**config.mk**
```make
export PLATFORM = sky130hd
export DESIGN_NAME = l2_flush_walker_flat
export DESIGN_NICKNAME = d
export VERILOG_FILES = /design/src/rtl/l2_flush_walker_if.sv /design/src/rtl/l2_flush_walker.sv /design/src/flat_wrapper.sv
export SDC_FILE = /design/constraint.sdc
export NUM_CORES = 1
export LEC_CHECK = 0
export BUFFER_PORTS_ARGS = -buffer_cell sky130_fd_sc_hd__buf_2
export CORE_UTILIZATION = 40
export CTS_BUF_LIST = sky130_fd_sc_hd__clkbuf_4 sky130_fd_sc_hd__clkbuf_8 sky130_fd_sc_hd__clkbuf_16
export DETAILED_ROUTE_END_ITERATION = 8
export PLACE_DENSITY = 0.74
export SETUP_SLACK_MARGIN = 0.4
export SYNTH_ARGS = -nofsm -noshare
export SYNTH_HDL_FRONTEND = slang
export SYNTH_SLANG_ARGS = --single-unit
```
**constraint.sdc**
```tcl
create_clock -name clk -period 2.6 [get_ports clk]
set_clock_uncertainty 0.15 [all_clocks]
set_input_delay 0.78 -clock clk [delete_from_list [all_inputs] [get_ports clk]]
set_output_delay 0.78 -clock clk [all_outputs]
set_load 0.03 [all_outputs]
```
**src/rtl/l2_flush_walker_if.sv**
```systemverilog
// Flush-walker bus bundle: start/status, line-state read channel and evict
// channel. The walker uses the master side; the L2 control/tag/request-buffer
// side uses the slave side.
interface l2_flush_walker_if #(
    parameter int SET_BITS = 8,
    parameter int WAY_BITS = 3
);
    logic                         flush_start;
    logic                         flush_inv;
    logic                         ongoing_flush;
    logic                         tag_rd_valid;
    logic                         tag_rd_ready;
    logic [SET_BITS-1:0]          tag_rd_set;
    logic [WAY_BITS-1:0]          tag_rd_way;
    logic                         state_valid;
    logic [1:0]                   state_in;
    logic                         reqs_free;
    logic                         evict_valid;
    logic                         evict_ready;
    logic [SET_BITS-1:0]          evict_set;
    logic [WAY_BITS-1:0]          evict_way;
    logic                         evict_wb;
    logic                         fill_reqs_flush;
    logic                         flush_done;
    logic [SET_BITS+WAY_BITS:0]   evict_count;

    modport master (
        input  flush_start, flush_inv, tag_rd_ready, state_valid, state_in,
               reqs_free, evict_ready,
        output ongoing_flush, tag_rd_valid, tag_rd_set, tag_rd_way,
               evict_valid, evict_set, evict_way, evict_wb,
               fill_reqs_flush, flush_done, evict_count
    );

    modport slave (
        output flush_start, flush_inv, tag_rd_ready, state_valid, state_in,
               reqs_free, evict_ready,
        input  ongoing_flush, tag_rd_valid, tag_rd_set, tag_rd_way,
               evict_valid, evict_set, evict_way, evict_wb,
               fill_reqs_flush, flush_done, evict_count
    );
endinterface

```
**src/rtl/l2_flush_walker.sv**
```systemverilog
// L2 flush walker: visits every (set, way) with way as the inner loop, reads
// the line state and issues an evict (with writeback flag) for lines that must
// leave the cache. One shared set/way counter pair feeds both the read and the
// evict address.
module l2_flush_walker #(
    parameter int L2_SETS  = 256,
    parameter int L2_WAYS  = 8,
    parameter int SET_BITS = $clog2(L2_SETS),
    parameter int WAY_BITS = $clog2(L2_WAYS)
) (
    input  logic                 clk,
    input  logic                 rst,
    l2_flush_walker_if.master    bus
);
    localparam int CNT_BITS = SET_BITS + WAY_BITS + 1;
    localparam logic [SET_BITS-1:0] SET_LAST = SET_BITS'(L2_SETS - 1);
    localparam logic [WAY_BITS-1:0] WAY_LAST = WAY_BITS'(L2_WAYS - 1);
    localparam logic [1:0] ST_INVALID  = 2'd0;
    localparam logic [1:0] ST_MODIFIED = 2'd3;

    typedef enum logic [2:0] {
        S_IDLE,
        S_RD,
        S_WAIT,
        S_EVICT,
        S_NEXT,
        S_DONE
    } state_t;

    state_t                state_q, state_d;
    logic [SET_BITS-1:0]   set_q, set_d;
    logic [WAY_BITS-1:0]   way_q, way_d;
    logic                  inv_q, inv_d;
    logic                  wb_q, wb_d;
    logic [CNT_BITS-1:0]   cnt_q, cnt_d;
    logic                  evict_hs;
    logic                  evict_now;

    // State and walk registers; reset abandons any in-flight read or evict.
    always_ff @(posedge clk) begin
        if (rst) begin
            state_q <= S_IDLE;
            set_q   <= '0;
            way_q   <= '0;
            inv_q   <= 1'b0;
            wb_q    <= 1'b0;
            cnt_q   <= '0;
        end else begin
            state_q <= state_d;
            set_q   <= set_d;
            way_q   <= way_d;
            inv_q   <= inv_d;
            wb_q    <= wb_d;
            cnt_q   <= cnt_d;
        end
    end

    // Next-state and counter updates for the set/way walk.
    always_comb begin
        state_d   = state_q;
        set_d     = set_q;
        way_d     = way_q;
        inv_d     = inv_q;
        wb_d      = wb_q;
        cnt_d     = cnt_q;
        evict_hs  = (state_q == S_EVICT) && bus.reqs_free && bus.evict_ready;
        evict_now = inv_q ? (bus.state_in != ST_INVALID)
                          : (bus.state_in == ST_MODIFIED);
        case (state_q)
            S_IDLE: begin
                if (bus.flush_start) begin
                    inv_d   = bus.flush_inv;
                    set_d   = '0;
                    way_d   = '0;
                    cnt_d   = '0;
                    state_d = S_RD;
                end
            end
            S_RD: begin
                if (bus.tag_rd_ready) begin
                    state_d = S_WAIT;
                end
            end
            S_WAIT: begin
                if (bus.state_valid) begin
                    if (evict_now) begin
                        wb_d    = (bus.state_in == ST_MODIFIED);
                        state_d = S_EVICT;
                    end else begin
                        state_d = S_NEXT;
                    end
                end
            end
            S_EVICT: begin
                if (evict_hs) begin
                    if (cnt_q != '1) begin
                        cnt_d = cnt_q + CNT_BITS'(1);
                    end
                    state_d = S_NEXT;
                end
            end
            S_NEXT: begin
                way_d = way_q + WAY_BITS'(1);
                if (way_q == WAY_LAST) begin
                    way_d = '0;
                    set_d = set_q + SET_BITS'(1);
                end
                if ((set_q == SET_LAST) && (way_q == WAY_LAST)) begin
                    state_d = S_DONE;
                end else begin
                    state_d = S_RD;
                end
            end
            S_DONE: begin
                state_d = S_IDLE;
            end
            default: begin
                state_d = S_IDLE;
            end
        endcase
    end

    assign bus.ongoing_flush   = (state_q != S_IDLE);
    assign bus.tag_rd_valid    = (state_q == S_RD);
    assign bus.tag_rd_set      = set_q;
    assign bus.tag_rd_way      = way_q;
    assign bus.evict_valid     = (state_q == S_EVICT) && bus.reqs_free;
    assign bus.evict_set       = set_q;
    assign bus.evict_way       = way_q;
    assign bus.evict_wb        = wb_q;
    assign bus.fill_reqs_flush = evict_hs && wb_q;
    assign bus.flush_done      = (state_q == S_DONE);
    assign bus.evict_count     = cnt_q;
endmodule

```
**src/flat_wrapper.sv**
```systemverilog
// flat-port wrapper written by rule: the top's interface ports become plain ports
module l2_flush_walker_flat 
#(
    parameter int L2_SETS  = 256,
    parameter int L2_WAYS  = 8,
    parameter int SET_BITS = $clog2(L2_SETS),
    parameter int WAY_BITS = $clog2(L2_WAYS)
)
  (clk, rst, bus_flush_start, bus_flush_inv, bus_tag_rd_ready, bus_state_valid, bus_state_in, bus_reqs_free, bus_evict_ready, bus_ongoing_flush, bus_tag_rd_valid, bus_tag_rd_set, bus_tag_rd_way, bus_evict_valid, bus_evict_set, bus_evict_way, bus_evict_wb, bus_fill_reqs_flush, bus_flush_done, bus_evict_count);
  l2_flush_walker_if #(.SET_BITS(SET_BITS), .WAY_BITS(WAY_BITS)) bus_i ();
  input  logic clk;
  input  logic rst;
  input wire logic [$bits(bus_i.flush_start)-1:0] bus_flush_start;
  input wire logic [$bits(bus_i.flush_inv)-1:0] bus_flush_inv;
  input wire logic [$bits(bus_i.tag_rd_ready)-1:0] bus_tag_rd_ready;
  input wire logic [$bits(bus_i.state_valid)-1:0] bus_state_valid;
  input wire logic [$bits(bus_i.state_in)-1:0] bus_state_in;
  input wire logic [$bits(bus_i.reqs_free)-1:0] bus_reqs_free;
  input wire logic [$bits(bus_i.evict_ready)-1:0] bus_evict_ready;
  output wire logic [$bits(bus_i.ongoing_flush)-1:0] bus_ongoing_flush;
  output wire logic [$bits(bus_i.tag_rd_valid)-1:0] bus_tag_rd_valid;
  output wire logic [$bits(bus_i.tag_rd_set)-1:0] bus_tag_rd_set;
  output wire logic [$bits(bus_i.tag_rd_way)-1:0] bus_tag_rd_way;
  output wire logic [$bits(bus_i.evict_valid)-1:0] bus_evict_valid;
  output wire logic [$bits(bus_i.evict_set)-1:0] bus_evict_set;
  output wire logic [$bits(bus_i.evict_way)-1:0] bus_evict_way;
  output wire logic [$bits(bus_i.evict_wb)-1:0] bus_evict_wb;
  output wire logic [$bits(bus_i.fill_reqs_flush)-1:0] bus_fill_reqs_flush;
  output wire logic [$bits(bus_i.flush_done)-1:0] bus_flush_done;
  output wire logic [$bits(bus_i.evict_count)-1:0] bus_evict_count;
  assign bus_i.flush_start = bus_flush_start;
  assign bus_i.flush_inv = bus_flush_inv;
  assign bus_i.tag_rd_ready = bus_tag_rd_ready;
  assign bus_i.state_valid = bus_state_valid;
  assign bus_i.state_in = bus_state_in;
  assign bus_i.reqs_free = bus_reqs_free;
  assign bus_i.evict_ready = bus_evict_ready;
  assign bus_ongoing_flush = bus_i.ongoing_flush;
  assign bus_tag_rd_valid = bus_i.tag_rd_valid;
  assign bus_tag_rd_set = bus_i.tag_rd_set;
  assign bus_tag_rd_way = bus_i.tag_rd_way;
  assign bus_evict_valid = bus_i.evict_valid;
  assign bus_evict_set = bus_i.evict_set;
  assign bus_evict_way = bus_i.evict_way;
  assign bus_evict_wb = bus_i.evict_wb;
  assign bus_fill_reqs_flush = bus_i.fill_reqs_flush;
  assign bus_flush_done = bus_i.flush_done;
  assign bus_evict_count = bus_i.evict_count;
  l2_flush_walker #(.L2_SETS(L2_SETS), .L2_WAYS(L2_WAYS), .SET_BITS(SET_BITS), .WAY_BITS(WAY_BITS)) u_core (.clk(clk), .rst(rst), .bus(bus_i));
endmodule
```
==> impl_metrics.env, run 1 <==
export IMPL_total_grt_usage_pct=18.22
export IMPL_detail_route_iter0_violations=71
export IMPL_synth_area_um2=1609
export IMPL_netlist_cell_type_count=42
export IMPL_number_of_cells_in_the_finished_layout_apart_from_fillers=298
export IMPL_cts_htree_levels=1
export IMPL_routed_wire_length_per_instance_um=13.16
export IMPL_clock_path_buffers=2
export IMPL_yosysSeqAreaShare_pct=34.84
export IMPL_cts_tree="done"
export IMPL_power_share_sequential_pct=38.7
export IMPL_timing_critical_path_from_type="primary input"
export IMPL_post_place_ws_ns=0.1392
export IMPL_worst_hold_margin_ns=0.3289
export IMPL_cts_sink_count=28
export IMPL_report_final_setup_viol=0
export IMPL_post_route_period_util_pct=87.54
export IMPL_antenna_cells_inserted=0
export IMPL_end_kind="primary output"
export IMPL_fill_cell_instance_count_of_the_final_layout=335
export IMPL_rsz0062_at_grt="yes"
export IMPL_period_minus_slack_ns=2.276
export IMPL_first_pass_iters=4
export IMPL_multi_input_gate_area_in_the_final_layout_um2=954.7
export IMPL_p_clk_share_pct=19.4
export IMPL_num_vias=1623
export IMPL_rows=22
export IMPL_fp_dieArea_um2=4280
export IMPL_pin_count=50
export IMPL_seq_area_um2=564.3
export IMPL_placed_cell_area_um2=1847
export IMPL_initial_utilization_pct=42.67
export IMPL_grt_first_pass_wirelength_mm=6.168
export IMPL_status="finished clean"
export IMPL_cell_int_power_mw=0.7529
export IMPL_synthToLayoutAreaGrowth_pct=26.91
export IMPL_cts_bufs_inserted=3
export IMPL_synth_seq_cells=28
export IMPL_critPathArrivalTime_ns=1.35
export IMPL_clock_insertion_delay_worst_skew_ns=0.27
export IMPL_timing_worst_slew_pin_value_ns=0.4554
export IMPL_syn_area_per_cell_um2=7.926
export IMPL_path_class="primary input to primary output"
export IMPL_worst_endpoint_required_ns=1.67
export IMPL_ys_warnings_count=0
export IMPL_grt_pass1_vias=1328
export IMPL_hpwl_mm=2.713
export IMPL_io_buffer_count=49
export IMPL_slew_headroom_pct=69.64
export IMPL_timing_hold_violations_final=0
export IMPL_number_of_stages_on_the_worst_hold_path=2
export IMPL_nNetsFinal=266
export IMPL_core_area_um2=3771
export IMPL_grt_overflow_total=0
export IMPL_clk_pin_slew_worst_paths_ns=0.09
export IMPL_drc_markers=0
export IMPL_pwr_share_comb_pct=41.9
export IMPL_grt_max_degree=25
export IMPL_final_layout_size_suffix_gt1_share_pct=33.20
export IMPL_final_util_pct=54.15
export IMPL_final_area_um2=2042
export IMPL_vias_per_cell=5.446
export IMPL_antenna_violations_before_repair=0
export IMPL_sw_frac_of_total_pct=37.47
export IMPL_power_density_nw_per_um2=589.7
export IMPL_edff_count_synth=0
export IMPL_cts_root_buffer="sky130_fd_sc_hd__clkbuf_8"
export IMPL_yosys_most_used_dff="sky130_fd_sc_hd__dfxtp_1"
export IMPL_postRouteAntennaNets=0
export IMPL_floorplan_die_width_um=65.43
export IMPL_hold_path_class="register to register"
export IMPL_mappedNetlistNets=217
export IMPL_final_tns_setup_ns=0
export IMPL_setup_slack_after_layout_ns=0.3239
export IMPL_holdBufCountCts=0
export IMPL_power_leakage_nw=0.8754
export IMPL_netSwitchingPower_mw=0.4512
export IMPL_cp_max_fo=2
export IMPL_totalWireLength_mm=3.921
export IMPL_postSynth_asyncResetShare_pct=0
export IMPL_max_freq_mhz=439.3
export IMPL_max_cap_violations=0
export IMPL_die_y_um=65.43
export IMPL_placedCellCount=286
export IMPL_worstRegToRegCells=6
export IMPL_fin_total_pwr_mw=1.204
export IMPL_postSynthCellCount=203
export IMPL_slew_viol_final=0
export IMPL_place_congestion=0.8473
export IMPL_irDropWorstVdd_mv=0.4260
-- sequential cells by signal (all words and copies together), names as in the netlist --
signal / count
u_core.bus.evict_set: 8
u_core.bus.evict_wb: 1
u_core.state_q: 3
u_core.bus.evict_count: 12
u_core.inv_q: 1
u_core.bus.evict_way: 3
-- path summary, 6_finish.rpt --
path / startpoint / slack, ns / end
min reg2reg: u_core.bus.evict_wb / 0.33 / u_core.bus.evict_wb
max reg2reg: u_core.bus.evict_count[0] / 0.53 / u_core.bus.evict_count[6]
min: u_core.bus.evict_wb / 0.33 / u_core.bus.evict_wb
max: bus_evict_ready / 0.32 / bus_fill_reqs_flush
-- area by class of cell --
cell class / instances / share of cell area [%]
multi-input combinational: 150 / 46.75
sequential: 28 / 27.63
timing repair buffer: 64 / 19.55
tap: 48 / 2.941
clock buffer: 3 / 2.022
inverter: 5 / 1.103
-- worst max-delay path, stage by stage --
cell                      delay, ns
sky130_fd_sc_hd__buf_6         0.08
sky130_fd_sc_hd__nand2_2       0.03
sky130_fd_sc_hd__or2_4         0.24
sky130_fd_sc_hd__nor2_4        0.08
sky130_fd_sc_hd__buf_6         0.13
-- power groups by stage --
stage	logic [mW]	clock network [mW]	registers (mW)
global placement	0.421	0	0.476
global route	0.548	0.259	0.469
detailed placement	0.425	0	0.478
CTS	0.450	0.242	0.466
finish	0.504	0.233	0.466
floorplan	0.311	0	0.480
-- what timing repair did --
action                     CTS  global route
pin swaps                    3             5
hold endpoints to repair     0             0
gates resized for setup     15            11
setup endpoints to repair    4            14
buffers inserted             6             3
gates cloned                 0             0
-- cell families after synthesis --
group                    synth area share (%)
multiplexers                            3.111
adder cells (fa/ha/maj)                 3.733
AO/OA/AOI/OAI                           16.10
AND/OR/NAND/NOR                         30.33
flip-flops                              34.84
buffers and inverters                   8.631
XOR/XNOR                                3.266
-- cell usage in the layout (no fill, tap or decap), types with 2 or more instances in the layout --
master	count
sky130_fd_sc_hd__a31oi_1	7
sky130_fd_sc_hd__buf_6	5
sky130_fd_sc_hd__a21oi_1	8
sky130_fd_sc_hd__o31ai_1	5
sky130_fd_sc_hd__or3_1	3
sky130_fd_sc_hd__buf_2	43
sky130_fd_sc_hd__dfxtp_1	27
sky130_fd_sc_hd__nand3b_1	2
sky130_fd_sc_hd__nor3_1	8
sky130_fd_sc_hd__mux2i_1	5
sky130_fd_sc_hd__clkbuf_8	3
sky130_fd_sc_hd__nor2_2	2
sky130_fd_sc_hd__nand3_1	11
sky130_fd_sc_hd__nand2_1	11
sky130_fd_sc_hd__nand4_1	7
sky130_fd_sc_hd__o21ai_0	9
sky130_fd_sc_hd__a22oi_1	3
sky130_fd_sc_hd__and3_1	2
sky130_fd_sc_hd__ha_1	4
sky130_fd_sc_hd__nor2_1	20
sky130_fd_sc_hd__inv_1	3
sky130_fd_sc_hd__nor2b_1	10
sky130_fd_sc_hd__nand2b_1	4
sky130_fd_sc_hd__xor2_1	5
sky130_fd_sc_hd__buf_4	15
sky130_fd_sc_hd__nor2_4	2
-- metal layers --
metal	global-route usage (%)	up-vias	share of wire, %
met3	1.736	4	4.1
met2	26.93	44	45
met5	0	-	0
met1	27.46	765	50
met4	5.707	0	0.92
li1	-	810	-
-- cells in the mapped netlist, types with 3 or more instances --
library cell | n | area [um2]
sky130_fd_sc_hd__nand4_1 | 7 | 43.79
sky130_fd_sc_hd__nand3_1 | 11 | 55.05
sky130_fd_sc_hd__nor3_1 | 8 | 40.04
sky130_fd_sc_hd__dfxtp_1 | 28 | 560.5
sky130_fd_sc_hd__buf_4 | 11 | 82.58
sky130_fd_sc_hd__o31ai_1 | 5 | 37.54
sky130_fd_sc_hd__nand2b_1 | 5 | 31.28
sky130_fd_sc_hd__nor2_1 | 24 | 90.09
sky130_fd_sc_hd__buf_2 | 3 | 15.01
sky130_fd_sc_hd__nand2_1 | 12 | 45.04
sky130_fd_sc_hd__or3_1 | 3 | 18.77
sky130_fd_sc_hd__a31oi_1 | 7 | 43.79
sky130_fd_sc_hd__a21oi_1 | 9 | 45.04
sky130_fd_sc_hd__nor2b_1 | 10 | 62.56
sky130_fd_sc_hd__a22oi_1 | 3 | 22.52
sky130_fd_sc_hd__clkbuf_1 | 6 | 22.52
sky130_fd_sc_hd__mux2i_1 | 5 | 50.05
sky130_fd_sc_hd__ha_1 | 4 | 50.05
sky130_fd_sc_hd__xor2_1 | 5 | 43.79
sky130_fd_sc_hd__inv_1 | 5 | 18.77
sky130_fd_sc_hd__o21ai_0 | 9 | 45.04
Note: power is estimated with default switching activity, not from simulation.
==> inputs of run 2 (changes only) <==
--- a/config.mk
+++ b/config.mk
@@ -11,3 +11,4 @@
 export DETAILED_ROUTE_END_ITERATION = 8
-export PLACE_DENSITY = 0.74
+export PLACE_DENSITY = 0.76
+export RECOVER_POWER = 25
 export SETUP_SLACK_MARGIN = 0.4
==> constraint.sdc (replaced) <==
create_clock -name clk -period 1.85 [get_ports clk]
set_clock_uncertainty 0.15 [all_clocks]
set_input_delay 0.555 -clock clk [delete_from_list [all_inputs] [get_ports clk]]
set_output_delay 0.555 -clock clk [all_outputs]
set_load 0.05 [all_outputs]
==> run 2 against run 1 <==
Effect of this change: largest power group unchanged; critical path depth did not move; the flow now finishes with violations (negative setup slack); non-clock buffer count rose by 42; cell count is 14% higher; sequential power increased by 41%; worst setup slack worse by 0.55 ns; highest routed layer unchanged; first-iteration DRC count rose to 3.3 times the previous value; critical endpoint is now bus_evict_valid; register-to-register slack worse by 0.68 ns.
==> impl_metrics.env, run 2 (synthesized netlist as in run 1, its figures left out) <==
export IMPL_hpwl_mm=3.161
export IMPL_routed_wire_length_per_instance_um=20.34
export IMPL_grt_pass1_vias=1892
export IMPL_drc_markers=0
export IMPL_end_kind="primary output"
export IMPL_total_grt_usage_pct=27.95
export IMPL_fp_dieArea_um2=4280
export IMPL_path_class="register to primary output"
export IMPL_first_pass_iters=5
export IMPL_antenna_violations_before_repair=0
export IMPL_largest_register_ff_count=12
export IMPL_cts_sink_count=28
export IMPL_crit_family="buffers and inverters"
export IMPL_period_minus_slack_ns=2.081
export IMPL_slew_viol_final=0
export IMPL_detail_route_iter0_violations=232
export IMPL_postRouteAntennaNets=0
export IMPL_num_vias=2071
export IMPL_critPathArrivalTime_ns=1.38
export IMPL_worst_hold_margin_ns=0.3353
export IMPL_power_leakage_nw=1.250
export IMPL_initial_utilization_pct=42.67
export IMPL_vias_per_cell=6.073
export IMPL_post_route_period_util_pct=112.5
export IMPL_max_cap_violations=0
export IMPL_grt_max_degree=17
export IMPL_status="finished, violations left"
export IMPL_setup_slack_after_layout_ns=-0.2309
export IMPL_clock_path_buffers=2
export IMPL_irDropWorstVdd_mv=0.7631
export IMPL_layout_common_cells="37 x sky130_fd_sc_hd__buf_8, 37 x sky130_fd_sc_hd__buf_4, 23 x sky130_fd_sc_hd__buf_6"
export IMPL_clk_pin_slew_worst_paths_ns=0.11
export IMPL_totalWireLength_mm=6.936
export IMPL_cts_root_buffer="sky130_fd_sc_hd__clkbuf_8"
export IMPL_cts_bufs_inserted=3
export IMPL_violations="negative setup slack"
export IMPL_cpPeakStageDelay_ns=0.36
export IMPL_rsz0062_at_grt="yes"
export IMPL_crit_path_top_delay_cell="sky130_fd_sc_hd__dfxtp_2"
export IMPL_nNetsFinal=308
export IMPL_multi_input_gate_area_in_the_final_layout_um2=1244
export IMPL_cts_htree_levels=1
export IMPL_seq_area_um2=648.1
export IMPL_max_freq_mhz=480.6
export IMPL_io_buffer_count=49
export IMPL_power_density_nw_per_um2=791.5
export IMPL_timing_critical_path_from_type="register"
export IMPL_pin_count=50
export IMPL_slew_headroom_pct=60.63
export IMPL_path_cells="nand3b_1 > buf_4 > buf_6 > nor2_4 > buf_8"
export IMPL_timing_hold_violations_final=0
export IMPL_hold_path_class="register to register"
export IMPL_place_congestion=0.8400
export IMPL_die_y_um=65.43
export IMPL_antenna_cells_inserted=0
export IMPL_holdBufCountCts=0
export IMPL_final_layout_size_suffix_gt1_share_pct=62.12
export IMPL_synthToLayoutAreaGrowth_pct=97.82
export IMPL_crit_buf_inv=3
export IMPL_fill_cell_instance_count_of_the_final_layout=179
export IMPL_cts_tree="done"
export IMPL_clock_insertion_delay_worst_skew_ns=0.29
export IMPL_core_area_um2=3771
export IMPL_worst_endpoint_required_ns=1.14
export IMPL_report_final_setup_viol=18
export IMPL_timing_worst_slew_pin_value_ns=0.5844
export IMPL_grt_first_pass_wirelength_mm=9.177
export IMPL_cp_max_fo=3
export IMPL_grt_overflow_total=0
export IMPL_rows=22
export IMPL_fin_total_pwr_mw=2.519
export IMPL_floorplan_die_width_um=65.43
## run 2: cell types whose count changed in the layout (fill, tap and decap cells not counted), sizes merged
cell and delta:
buf +42, bufinv +1
## run 2: metal layers
layer,GRT usage [%],vias up,routed length (um)
li1,-,909,-
met1,33.37,1004,2712
met2,50.64,124,3449
met3,3.819,34,471
met4,9.511,0,303
met5,0,-,0
## run 2: cell type report
class                      count  area share [%]
clock inverter                 1          0.9434
tap                           48           1.887
clock buffer                   3           1.297
timing repair buffer         106           35.73
inverter                       5          0.7075
multi-input combinational    150           39.07
sequential                    28           20.36
## run 2: final timing paths
path,endpoint,cells past startpoint,slack (ns),startpoint
worst max-delay path,bus_evict_valid,5,-0.23,u_core.state_q[2]
worst min-delay path,u_core.bus.evict_count[8],1,0.34,u_core.bus.evict_count[8]
worst max register to register,u_core.bus.evict_set[0],9,-0.15,u_core.state_q[2]
worst min register to register,u_core.bus.evict_count[8],1,0.34,u_core.bus.evict_count[8]
## run 2: power by group
| part | internal [mW] | switching, mW |
|---|---|---|
| Combinational | 0.611 | 0.738 |
| Clock | 0.291 | 0.222 |
| Sequential | 0.615 | 0.0435 |
## run 2: stage by stage
| stage | instance area, um2 | utilization [%] | cells | setup WS (ns) | TNS, ns |
|---|---|---|---|---|---|
| floorplan | 1876 | - | 203 | -0.06030 | -0.3442 |
| global placement | 2170 | 57.53 | 300 | -0.1565 | -0.8974 |
| detailed placement | 2170 | 57.53 | 300 | -0.1680 | -1.032 |
| CTS | 2989 | 79.26 | 330 | -0.2002 | -0.5736 |
| global route | 3183 | 84.41 | 341 | -0.2570 | -2.451 |
| finish | 3183 | 84.41 | 341 | -0.2309 | -1.578 |
## run 2: what timing repair did
item | 4_1_cts | 5_1_grt
pin swaps | 22 | 17
endpoints found under the hold margin | 0 | 0
setup endpoints to repair | 65 | 68
gates resized for setup | 157 | 26
buffers inserted | 26 | 11
==> inputs of run 3 (changes only) <==
Settings changed: PLACE_DENSITY 0.76 to 0.67.
Clock period 1.85 ns to 1.8 ns, I/O delays scaled along.
==> run 3 against run 2 <==
Effect of this change: the run still ends with negative setup slack left; clock power up 3%; worst setup slack worse by 0.057 ns; sequential share of layout area down 1.5 points; critical path depth down 1; sequential power up 7.3%; register-to-register slack better by 0.04 ns; hold slack worse by 0.00051 ns.
==> impl_metrics.env, run 3 (synthesized netlist as in run 1, its figures left out) <==
export IMPL_final_layout_size_suffix_gt1_share_pct=68.17
export IMPL_cts_htree_levels=1
export IMPL_initial_utilization_pct=42.67
export IMPL_largest_register_ff_count=12
export IMPL_totalWireLength_mm=8.112
export IMPL_status="finished, violations left"
export IMPL_path_class="register to primary output"
export IMPL_cpPeakStageDelay_ns=0.38
export IMPL_report_final_setup_viol=20
export IMPL_violations="negative setup slack"
export IMPL_cell_int_power_mw=1.576
export IMPL_holdBufCountCts=0
export IMPL_power_density_nw_per_um2=771.3
export IMPL_power_share_sequential_pct=26.5
export IMPL_path_cells="nand3b_1 > or2_4 > nor2_4 > buf_8"
export IMPL_critPathArrivalTime_ns=1.40
export IMPL_nNetsFinal=326
export IMPL_post_route_period_util_pct=116.0
export IMPL_end_kind="primary output"
export IMPL_timing_hold_violations_final=0
export IMPL_number_of_cells_in_the_finished_layout_apart_from_fillers=359
export IMPL_pwr_share_comb_pct=53.7
export IMPL_rsz0062_at_grt="yes"
export IMPL_setup_slack_after_layout_ns=-0.2882
export IMPL_cts_root_buffer="sky130_fd_sc_hd__clkbuf_8"
export IMPL_clock_insertion_delay_worst_skew_ns=0.29
export IMPL_clock_path_buffers=2
export IMPL_drc_markers=0
export IMPL_cts_bufs_inserted=3
export IMPL_detail_route_iter0_violations=336
export IMPL_layout_common_cells="49 x sky130_fd_sc_hd__buf_4, 40 x sky130_fd_sc_hd__buf_8, 24 x sky130_fd_sc_hd__buf_6"
export IMPL_most_common_cell_after_layout_fill_and_taps_aside="sky130_fd_sc_hd__buf_4"
export IMPL_die_y_um=65.43
export IMPL_postRouteAntennaNets=0
export IMPL_synthToLayoutAreaGrowth_pct=114.7
export IMPL_worst_endpoint_required_ns=1.11
export IMPL_hpwl_mm=3.034
export IMPL_irDropWorstVdd_mv=1.089
export IMPL_grt_first_pass_wirelength_mm=9.466
export IMPL_fill_cell_instance_count_of_the_final_layout=133
export IMPL_p_clk_share_pct=19.8
export IMPL_first_pass_iters=5
export IMPL_grt_overflow_total=0
export IMPL_fp_dieArea_um2=4280
export IMPL_slew_viol_final=0
export IMPL_rows=22
export IMPL_antenna_violations_before_repair=0
export IMPL_antenna_cells_inserted=0
export IMPL_crit_path_top_delay_cell="sky130_fd_sc_hd__dfxtp_4"
export IMPL_place_congestion=0.8026
export IMPL_vias_per_cell=6.184
export IMPL_timing_worst_slew_pin_value_ns=0.8272
export IMPL_placedCellCount=311
export IMPL_placed_cell_area_um2=2278
export IMPL_pin_count=50
export IMPL_hold_path_class="register to register"
export IMPL_cp_max_fo=4
export IMPL_period_minus_slack_ns=2.088
export IMPL_regToRegSetupSlack_ns=-0.11
export IMPL_crit_family="simple AND/OR/NAND/NOR gates"
export IMPL_multi_input_gate_area_in_the_final_layout_um2=1325
export IMPL_cts_tree="done"
export IMPL_max_cap_violations=0
export IMPL_final_area_um2=3455
export IMPL_num_vias=2220
export IMPL_clk_pin_slew_worst_paths_ns=0.11
export IMPL_max_freq_mhz=478.9
export IMPL_io_buffer_count=49
export IMPL_routed_wire_length_per_instance_um=22.60
export IMPL_netSwitchingPower_mw=1.089
export IMPL_floorplan_die_width_um=65.43
export IMPL_crit_buf_inv=1
export IMPL_power_leakage_nw=1.393
export IMPL_total_grt_usage_pct=29.03
export IMPL_slew_headroom_pct=43.43
export IMPL_core_area_um2=3771
export IMPL_cts_sink_count=28
export IMPL_timing_critical_path_from_type="register"
export IMPL_sw_frac_of_total_pct=40.85
export IMPL_grt_max_degree=17
export IMPL_seq_area_um2=651.9
export IMPL_grt_pass1_vias=1956
## run 3: cell types whose count changed in the layout (fill, tap and decap cells not counted), sizes merged
cell  change
buf      +18
## run 3: power groups by stage
stage               clock network, mW  logic, mW  registers (mW)
finish                          0.527       1.43           0.706
global route                    0.554       1.47           0.704
CTS                             0.528       1.06           0.677
detailed placement                  0      0.901           0.683
global placement                    0      0.893           0.683
floorplan                           0      0.659           0.682
## run 3: cell type report
| class | count | share of cell area [%] |
|---|---|---|
| clock inverter | 1 | 0.8693 |
| inverter | 5 | 0.6519 |
| clock buffer | 3 | 1.195 |
| tap | 48 | 1.739 |
| multi-input combinational | 150 | 38.36 |
| sequential | 28 | 18.87 |
| timing repair buffer | 124 | 38.32 |
## run 3: timing repair
| action | CTS | global route |
|---|---|---|
| endpoints found under the hold margin | 0 | 0 |
| setup endpoints to repair | 67 | 68 |
| gates resized for setup | 146 | 68 |
| cloned | 0 | 0 |
| setup buffers | 26 | 18 |
| pin swaps | 5 | 18 |
## run 3: routing by layer
metal | share of wire (%) | GRT usage, %
met1 | 38 | 33.94
met2 | 51 | 51.03
met3 | 7.3 | 5.382
met4 | 3.9 | 12.77
met5 | 0 | 0
## run 3: stage by stage
step	setup TNS [ns]	power [mW]	setup WS [ns]	util [%]	hold slack [ns]
floorplan	-0.8019	1.341	-0.1011	-	0.3227
global placement	-1.383	1.577	-0.1870	60.42	0.2903
detailed placement	-1.630	1.584	-0.1888	60.42	0.2954
CTS	-0.9326	2.262	-0.2535	80.82	0.3272
global route	-2.967	2.727	-0.3232	91.61	0.3517
finish	-2.048	2.664	-0.2882	91.61	0.3348
## run 3: final timing paths
check                             start                    endpoint  cells after the start
min          u_core.bus.evict_count[10]  u_core.bus.evict_count[10]                      1
max                   u_core.state_q[2]         bus_fill_reqs_flush                      4
max reg2reg   u_core.bus.evict_count[0]   u_core.bus.evict_count[0]                      6
min reg2reg  u_core.bus.evict_count[10]  u_core.bus.evict_count[10]                      1
